**src/rtl/riscv_pipe_pkg.sv**
```systemverilog
// Shared pipeline definitions: hazard FSM states, register constants
// and the load-use match helper.
package riscv_pipe_pkg;

  localparam int XLEN = 32;
  localparam logic [4:0] REG_ZERO = 5'd0;

  typedef enum logic [1:0] {
    RUN      = 2'd0,
    LU_STALL = 2'd1,
    MEM_WAIT = 2'd2,
    ERROR    = 2'd3
  } hcu_state_e;

  function automatic logic load_use(
    input logic       mem_read,
    input logic [4:0] rd,
    input logic [4:0] rs1,
    input logic [4:0] rs2,
    input logic       use_rs1,
    input logic       use_rs2
  );
    return mem_read && (rd != REG_ZERO) &&
           ((use_rs1 && (rs1 == rd)) ||
            (use_rs2 && (rs2 == rd)));
  endfunction

endpackage

```
**src/rtl/hazard_control_unit_sat_counter.sv**
```systemverilog
// Saturating up-counter for pipeline performance statistics.
// Holds at all-ones instead of wrapping.
module sat_counter #(
  parameter int W = 32
) (
  input  logic         clk,
  input  logic         rst_n,
  input  logic         inc,
  output logic [W-1:0] count
);

  always_ff @(posedge clk or negedge rst_n) begin
    if (!rst_n) begin
      count <= '0;
    end else if (inc && (count != '1)) begin
      count <= count + 1'b1;
    end
  end

endmodule

```
**src/rtl/hazard_control_unit.sv**
```systemverilog
// Stall / bubble / flush / freeze generation for hazards that the
// EX forwarding path cannot cover, plus wait timeout and counters.
module hazard_control_unit
  import riscv_pipe_pkg::*;
#(
  parameter int LOAD_USE_STALL = 1,
  parameter int WAIT_TIMEOUT   = 255,
  parameter int CNT_W          = XLEN
) (
  input  logic             clk,
  input  logic             rst_n,
  input  logic [4:0]       if_id_rs1,
  input  logic [4:0]       if_id_rs2,
  input  logic             if_id_use_rs1,
  input  logic             if_id_use_rs2,
  input  logic [4:0]       id_ex_rd,
  input  logic             id_ex_mem_read,
  input  logic             ex_redirect,
  input  logic             dmem_req,
  input  logic             dmem_ready,
  output logic             pc_write,
  output logic             if_id_write,
  output logic             if_id_flush,
  output logic             id_ex_flush,
  output logic             pipe_freeze,
  output logic             bus_error,
  output logic [CNT_W-1:0] stall_cnt,
  output logic [CNT_W-1:0] flush_cnt
);

  localparam int REM_W = 3;
  localparam int TMR_W = $clog2(WAIT_TIMEOUT + 1);
  localparam logic [REM_W-1:0] LU_EXTRA = REM_W'(LOAD_USE_STALL - 1);
  localparam logic [TMR_W-1:0] TMR_MAX  = TMR_W'(WAIT_TIMEOUT);
  localparam logic [TMR_W-1:0] TMR_ONE  = TMR_W'(1);

  hcu_state_e       state_q;
  hcu_state_e       state_n;
  logic [REM_W-1:0] rem_q;
  logic [REM_W-1:0] rem_n;
  logic [TMR_W-1:0] timer_q;
  logic [TMR_W-1:0] timer_n;
  logic             err_q;
  logic             err_n;

  logic lu;
  logic mem_stall;
  logic run_flow;
  logic pc_write_c;
  logic if_id_write_c;
  logic if_id_flush_c;
  logic id_ex_flush_c;
  logic freeze_c;
  logic flush_inc;
  logic stall_inc;

  assign lu = load_use(id_ex_mem_read, id_ex_rd,
                       if_id_rs1, if_id_rs2,
                       if_id_use_rs1, if_id_use_rs2);

  assign mem_stall = dmem_req && !dmem_ready;

  always_comb begin
    state_n       = state_q;
    rem_n         = rem_q;
    timer_n       = timer_q;
    err_n         = err_q;
    run_flow      = 1'b0;
    pc_write_c    = 1'b1;
    if_id_write_c = 1'b1;
    if_id_flush_c = 1'b0;
    id_ex_flush_c = 1'b0;
    freeze_c      = 1'b0;
    flush_inc     = 1'b0;

    unique case (state_q)
      RUN: begin
        if (mem_stall) begin
          freeze_c = 1'b1;
          state_n  = MEM_WAIT;
          timer_n  = TMR_ONE;
        end else begin
          run_flow = 1'b1;
        end
      end
      LU_STALL: begin
        if (mem_stall) begin
          freeze_c = 1'b1;
          state_n  = MEM_WAIT;
          timer_n  = TMR_ONE;
        end else begin
          pc_write_c    = 1'b0;
          if_id_write_c = 1'b0;
          id_ex_flush_c = 1'b1;
          rem_n         = rem_q - 1'b1;
          if (rem_n == '0) state_n = RUN;
        end
      end
      MEM_WAIT: begin
        if (dmem_ready) begin
          // The ready cycle advances the pipe: finish any pending bubble,
          // otherwise behave as a fresh RUN cycle (held redirect applies).
          timer_n = '0;
          if (rem_q != '0) begin
            pc_write_c    = 1'b0;
            if_id_write_c = 1'b0;
            id_ex_flush_c = 1'b1;
            rem_n         = rem_q - 1'b1;
            state_n       = (rem_n != '0) ? LU_STALL : RUN;
          end else begin
            state_n  = RUN;
            run_flow = 1'b1;
          end
        end else if (timer_q == TMR_MAX) begin
          freeze_c = 1'b1;
          state_n  = ERROR;
          err_n    = 1'b1;
        end else begin
          freeze_c = 1'b1;
          timer_n  = timer_q + 1'b1;
        end
      end
      ERROR: begin
        freeze_c = 1'b1;
      end
    endcase

    if (run_flow) begin
      if (ex_redirect) begin
        if_id_flush_c = 1'b1;
        id_ex_flush_c = 1'b1;
        flush_inc     = 1'b1;
      end else if (lu) begin
        pc_write_c    = 1'b0;
        if_id_write_c = 1'b0;
        id_ex_flush_c = 1'b1;
        if (LOAD_USE_STALL > 1) begin
          state_n = LU_STALL;
          rem_n   = LU_EXTRA;
        end
      end
    end

    if (freeze_c) begin
      pc_write_c    = 1'b0;
      if_id_write_c = 1'b0;
    end
  end

  always_ff @(posedge clk or negedge rst_n) begin
    if (!rst_n) begin
      state_q <= RUN;
      rem_q   <= '0;
      timer_q <= '0;
      err_q   <= 1'b0;
    end else begin
      state_q <= state_n;
      rem_q   <= rem_n;
      timer_q <= timer_n;
      err_q   <= err_n;
    end
  end

  // Outputs are forced to their idle values for as long as reset is held.
  assign pc_write    = !rst_n || pc_write_c;
  assign if_id_write = !rst_n || if_id_write_c;
  assign if_id_flush = rst_n && if_id_flush_c;
  assign id_ex_flush = rst_n && id_ex_flush_c;
  assign pipe_freeze = rst_n && freeze_c;
  assign bus_error   = err_q;

  assign stall_inc = !pc_write;

  sat_counter #(.W(CNT_W)) u_stall_cnt (
    .clk   (clk),
    .rst_n (rst_n),
    .inc   (stall_inc),
    .count (stall_cnt)
  );

  sat_counter #(.W(CNT_W)) u_flush_cnt (
    .clk   (clk),
    .rst_n (rst_n),
    .inc   (flush_inc && rst_n),
    .count (flush_cnt)
  );

endmodule

```
**config.mk**
```make
export PLATFORM = sky130hd
export DESIGN_NAME = hazard_control_unit
export DESIGN_NICKNAME = d
export VERILOG_FILES = /design/src/rtl/riscv_pipe_pkg.sv /design/src/rtl/hazard_control_unit_sat_counter.sv /design/src/rtl/hazard_control_unit.sv
export SDC_FILE = /design/constraint.sdc
export NUM_CORES = 1
export LEC_CHECK = 0
export CAP_MARGIN = 20
export CORE_ASPECT_RATIO = 1.75
export CORE_MARGIN = 4
export CORE_UTILIZATION = 51
export DETAILED_ROUTE_END_ITERATION = 6
export PLACE_DENSITY = 0.9
export SLEW_MARGIN = 10
export SYNTH_ARGS = -nofsm -noshare
export SYNTH_HDL_FRONTEND = slang
export SYNTH_SLANG_ARGS = --single-unit
```
**constraint.sdc**
```tcl
create_clock -name clk -period 4 [get_ports clk]
set_input_delay 1.2 -clock clk [delete_from_list [all_inputs] [get_ports clk]]
set_output_delay 1.2 -clock clk [all_outputs]
set_load 0.03 [all_outputs]
```
### Word level (Yosys, flattened, before mapping)

Index checks and enable logic that the tools add are counted.

| cells by class | value |
|---|---|
| equality and inequality tests | 16 |
| bitwise logic cells | 1 |
| add/subtract/negate cells | 4 |
| muxes and demuxes | 37 |
| reductions and logical operators | 28 |

Operators by type and width:

| kind | number |
|---|---|
| 32-bit by 1-bit adder with 32-bit output, second input constant | 2 |
| 32-bit inequality test, second input constant | 2 |
| 8-bit 2-to-1 mux | 3 |
| 1-bit 2-to-1 mux | 19 |
| 8-bit case mux with 2 select lines | 1 |
| 5-bit == test | 2 |
| 1-bit logical AND | 10 |
| 2-bit 2-to-1 mux | 5 |
| 3-bit 2-to-1 mux | 3 |
| 3-bit inequality test, second input constant | 3 |
| 3-bit nonzero test | 3 |
| 8-bit by 1-bit adder with 8-bit output, second input constant | 1 |
| 8-bit == test, second input constant | 1 |
| 2-bit inequality test, second input constant | 4 |
| 4-bit AND reduction | 2 |
| 1-bit case mux with 2 select lines | 3 |
| 2-bit case mux with 3 select lines | 1 |
| 3-bit case mux with 2 select lines | 1 |
| 3-bit AND reduction | 2 |
| 5-bit nonzero test | 1 |
| 2-bit == test, second input constant | 2 |
| 2-bit nonzero test | 2 |
| 1-bit logical NOT | 3 |
| 3-bit logical NOT | 1 |
| 8 further kinds | 9 |

| storage, ports and cells | value |
|---|---|
| register bits after elaboration | 78 |
| logic and storage cells | 92 |
| output and inout port bits | 70 |

### Depth between registers and ports, before layout

| logic depth | value |
|---|---|
| depth in word-level cells | 11 |
| gate-level depth with buffers | 10 |

### Modules after synthesis

A second synthesis with hierarchy kept.

| second synthesis, totals | value |
|---|---|
| cell total of the unflattened synthesis | 439 |
| area total of the unflattened synthesis | 4406.7 µm² |

By module, submodules not included:

| module | times used | cells an instance | area an instance (µm²) | sequential area each (µm²) |
|---|---|---|---|---|
| sat_counter (u_flush_cnt) | 1 | 151 | 1624.1 | 800.8 |
| sat_counter (u_stall_cnt) | 1 | 156 | 1610.3 | 800.8 |
| hazard_control_unit | 1 | 132 | 1172.4 | 350.3 |

### Least setup slack after synthesis

OpenSTA, ideal clock, no wires.

| timing | value |
|---|---|
| path kind | input port to output port |
| from | input port dmem_ready |
| to | output port pc_write |
| slack | -0.123 ns |
| arrival | 2.923 ns |
| required time | 2.800 ns |
| cell stages on the path | 7 |
| path through | buf_4 > and4b_1 > a21oi_2 > nor3b_1 > a41oi_1 > clkbuf_1 > buf_4 |

| on the way | value |
|---|---|
| longest elaborated chain between the ends | 9 |
| elaborated cells on any way between the ends | 15 |
| those cells by class | 12 x mux; 3 x reduce/logical |

Ends and longest elaborated chain:

| item | RTL line | RTL |
|---|---|---|
| from (decl) | hazard_control_unit.sv:20 | `input logic dmem_ready,` |
| 1-bit logical NOT | hazard_control_unit.sv:61 | `assign mem_stall = dmem_req && !dmem_ready;` |
| 1-bit logical AND | hazard_control_unit.sv:61 |  |
| 1-bit 2-to-1 mux | -- |  |
| 1-bit case mux with 2 select lines | -- |  |
| 1-bit 2-to-1 mux (3 in series) | -- |  |
| 1-bit 2-to-1 mux * | -- |  |
| 1-bit logical OR * | -- |  |
| to (decl) | hazard_control_unit.sv:21 | `output logic pc_write,` |

Mark *: on every way between the ends. The rest lies on a longest branch, timed or not.

### Worst setup path after layout

| timing | value |
|---|---|
| from | input port if_id_rs1[1] |
| to | output port id_ex_flush |

| on the way | value |
|---|---|
| longest elaborated chain between the ends | 8 |

Ends and longest elaborated chain:

| item | RTL line | RTL |
|---|---|---|
| from (decl) | hazard_control_unit.sv:12 | `input logic [4:0] if_id_rs1,` |
| 5-bit == test | riscv_pipe_pkg.sv:24 | `((use_rs1 && (rs1 == rd)) \|\|` |
| 1-bit logical AND | riscv_pipe_pkg.sv:24 |  |
| 1-bit logical OR | riscv_pipe_pkg.sv:24 |  |
| 1-bit logical AND | riscv_pipe_pkg.sv:23 | `return mem_read && (rd != REG_ZERO) &&` |
| 1-bit 2-to-1 mux | hazard_control_unit.sv:133 | `end else if (lu) begin` |
| 1-bit 2-to-1 mux | hazard_control_unit.sv:129 | `if (ex_redirect) begin` |
| 1-bit 2-to-1 mux | hazard_control_unit.sv:128 | `if (run_flow) begin` |
| 1-bit logical AND | hazard_control_unit.sv:168 | `assign id_ex_flush = rst_n && id_ex_flush_c;` |
| to (decl) | hazard_control_unit.sv:24 | `output logic id_ex_flush,` |

No other way between the ends.

==> impl_metrics.ini <==
[global_route]
grt_start_max_net_pins = 43
grt_usage_pct = 22.0
antenna_found_initial = 0
grt_pass1_wl_um = 17400
grt_pass1_vias = 3699
overflow = 0

[sta]
tightest_slew_ns = 0.642
min_period_ns = 3.91
fin_setup_tns_ns = 0
maxSlewHeadroom_pct = 56.9
hold_viol_final = 0
finalSetupViolCount = 0
slew_violations = 0
fin_worst_skew_ns = 0.00694
finalCritPeriodShare_pct = 97.7
max_freq_mhz = 256

[clocking]
numCtsBuffers = 9
cts.sinks = 78
clock_latency_ns = 0.34
htree_levels = 3
holdBufCountCts = 0
root_buffer = clkbuf_16
clk_pin_slew_worst_paths_ns = 0.06
cts_tree = done
cts_max_path_buffers = 2

[floorplanning]
core_um2 = 7910
die_y_um = 127
io_pins = 93
die_w_um = 76.2
start_util_pct = 52.4
die_area_um2 = 9690
rows = 43

[drt]
drt_iter0_drc = 184
post_drt_wl_per_cell_um = 17.1
via_count = 3537
wirelength_um = 10400
first_pass_iters = 4
vias_per_cell = 5.85
route.detailed.drc = 0
ant_nets = 0

[yosys]
synth_edf_count = 0
synth_area_um2 = 4150
postSynthRegisterBits = 78
synth_area_leaders = dfrtp_1 47%, xor2_1 9.3%, xnor2_1 7.6%
ys_types = 48
synth_ff_type = dfrtp_1
yosysSeqAreaShare_pct = 47.1
ys_async_sr_fraction_pct = 100
syn_nets = 441
synth.top_cell.area_share_pct = 47.1
syn_inst = 408
ys_warn_count = 0
syn_avg_cell_area_um2 = 10.2
synth_top_area_cell = dfrtp_1

[finish]
layout_common_cells = 78 x dfrtp_1, 77 x clkdlybuf4s50_1, 44 x xor2_1, 36 x xnor2_1
instances_no_fill = 605
fin_area_um2 = 5560
final_common_cell = dfrtp_1
area_delta_synth_final_pct = 34.2
nNetsFinal = 543
diodes = 0
multi_input_area_um2 = 2140
ff_latch_area_um2 = 1950
nFillCells = 554
drive_gt1_share_pct = 10.1

[placed_design]
place.gp.congestion = 0.892
dpl.hpwl_um = 7640
dp.cells = 588
placed_area_um2 = 5180
io_buffer_count = 92

[status]
status = completed

[setup_path]
cp-start-kind = primary input
arrival_ns = 2.71
crit_type = in2out
required_ns = 2.80
cp_max_fo = 2
critPathCaptureType = primary output

[power_and_ir_drop]
leakagePower_uw = 0.00251
vdd_ir_drop_max_mv = 0.532
powerDensity_nw_per_um2 = 501
finalPower_uw = 2790

[job]
maxCapViolations = 0

[hold_path]
hold_class = reg2reg
worst max-delay path, stage by stage:
cell and delay, ns:
clkdlybuf4s50_1 0.48, xnor2_1 0.13, nand4_1 0.12, o22ai_2 0.18
a31oi_1 0.11, o22ai_1 0.17, and2_1 0.18, buf_6 0.14
final timing paths:
path / from / cells after the start / end / slack [ns]
setup / recovery: if_id_rs1[1] / 8 / id_ex_flush / 0.09
hold / removal: bus_error / 1 / bus_error / 0.47
setup reg to reg: state_q[0] / 10 / u_stall_cnt.count[18] / 1.20
hold reg to reg: bus_error / 1 / bus_error / 0.47
max in group asynchronous: rst_n / 2 / u_flush_cnt.count[21] / 2.65
min in group asynchronous: rst_n / 2 / u_flush_cnt.count[9] / 0.98
cell usage after synthesis, drive strengths merged (2+ instances only):
| cell | instances |
|---|---|
| dfrtp | 78 |
| xor2 | 44 |
| xnor2 | 36 |
| nor2 | 35 |
| nand2 | 34 |
| nand3 | 30 |
| nor3 | 21 |
| nand4 | 19 |
| and4 | 10 |
| ha | 10 |
| inv | 10 |
| and3 | 9 |
| a21oi | 7 |
| buf | 7 |
| nor4 | 7 |
| nor4b | 5 |
| nor3b | 4 |
| o21ai | 4 |
| a31oi | 3 |
| clkbuf | 3 |
| nand2b | 3 |
| nor2b | 3 |
| o21a | 3 |
| or2 | 3 |
| and2 | 2 |
| mux2 | 2 |
| o211ai | 2 |
| o22ai | 2 |
area by class of cell:
type                    instances  share of cell area, %
multi-input cells             310                   38.4
flip-flops and latches         78                   35.1
repair buffers                101                   18.0
clock buffers                   9                   4.05
well taps                      90                   2.02
clock inverters                 7                   1.73
inverters                      10                  0.675
where the power goes:
| group | switching [uW] | internal, uW |
|---|---|---|
| Clock | 331 | 548 |
| Sequential | 115 | 889 |
| Combinational | 534 | 370 |
state kept, by name, indices dropped and copies added (netlist names):
signal             cells
bus_error              1
state_q                2
u_flush_cnt.count     32
timer_q                8
rem_q                  3
u_stall_cnt.count     32
stage by stage:
stage | utilization [%] | hold slack, ns | setup WS, ns
6_report | 70.3 | 0.467 | 0.0914
5_1_grt | 70.3 | 0.498 | -0.0112
4_1_cts | 69.6 | 0.469 | 0.00411
3_5_place_dp | 65.4 | 0.457 | -0.0715
3_3_place_gp | 65.4 | 0.456 | -0.0374
2_1_floorplan | - | 0.450 | 0.109
routing by layer:
layer / up-vias / wire length (um) / track usage [%]
li1: 1638 / - / -
met1: 1745 / 4050 / 25.0
met2: 131 / 5450 / 38.6
met3: 23 / 594 / 4.87
met4: 0 / 264 / 11.0
met5: - / 0 / 0
cells by family after synthesis:
family / count (synthesis) / synth area share [%]
AO/OA/AOI/OAI: 28 / 4.53
XOR/XNOR: 80 / 16.9
adder cells (fa/ha/maj): 10 / 3.02
buffers and inverters: 20 / 2.26
flip-flops: 78 / 47.1
multiplexers: 2 / 0.543
AND/OR/NAND/NOR: 190 / 25.7
timing repair:
action                     CTS  global route
pin swaps                    1             9
gates resized for setup      3            13
setup buffers                0             1
setup endpoints to repair    3             3
Note: power is estimated with default switching activity, not from simulation.
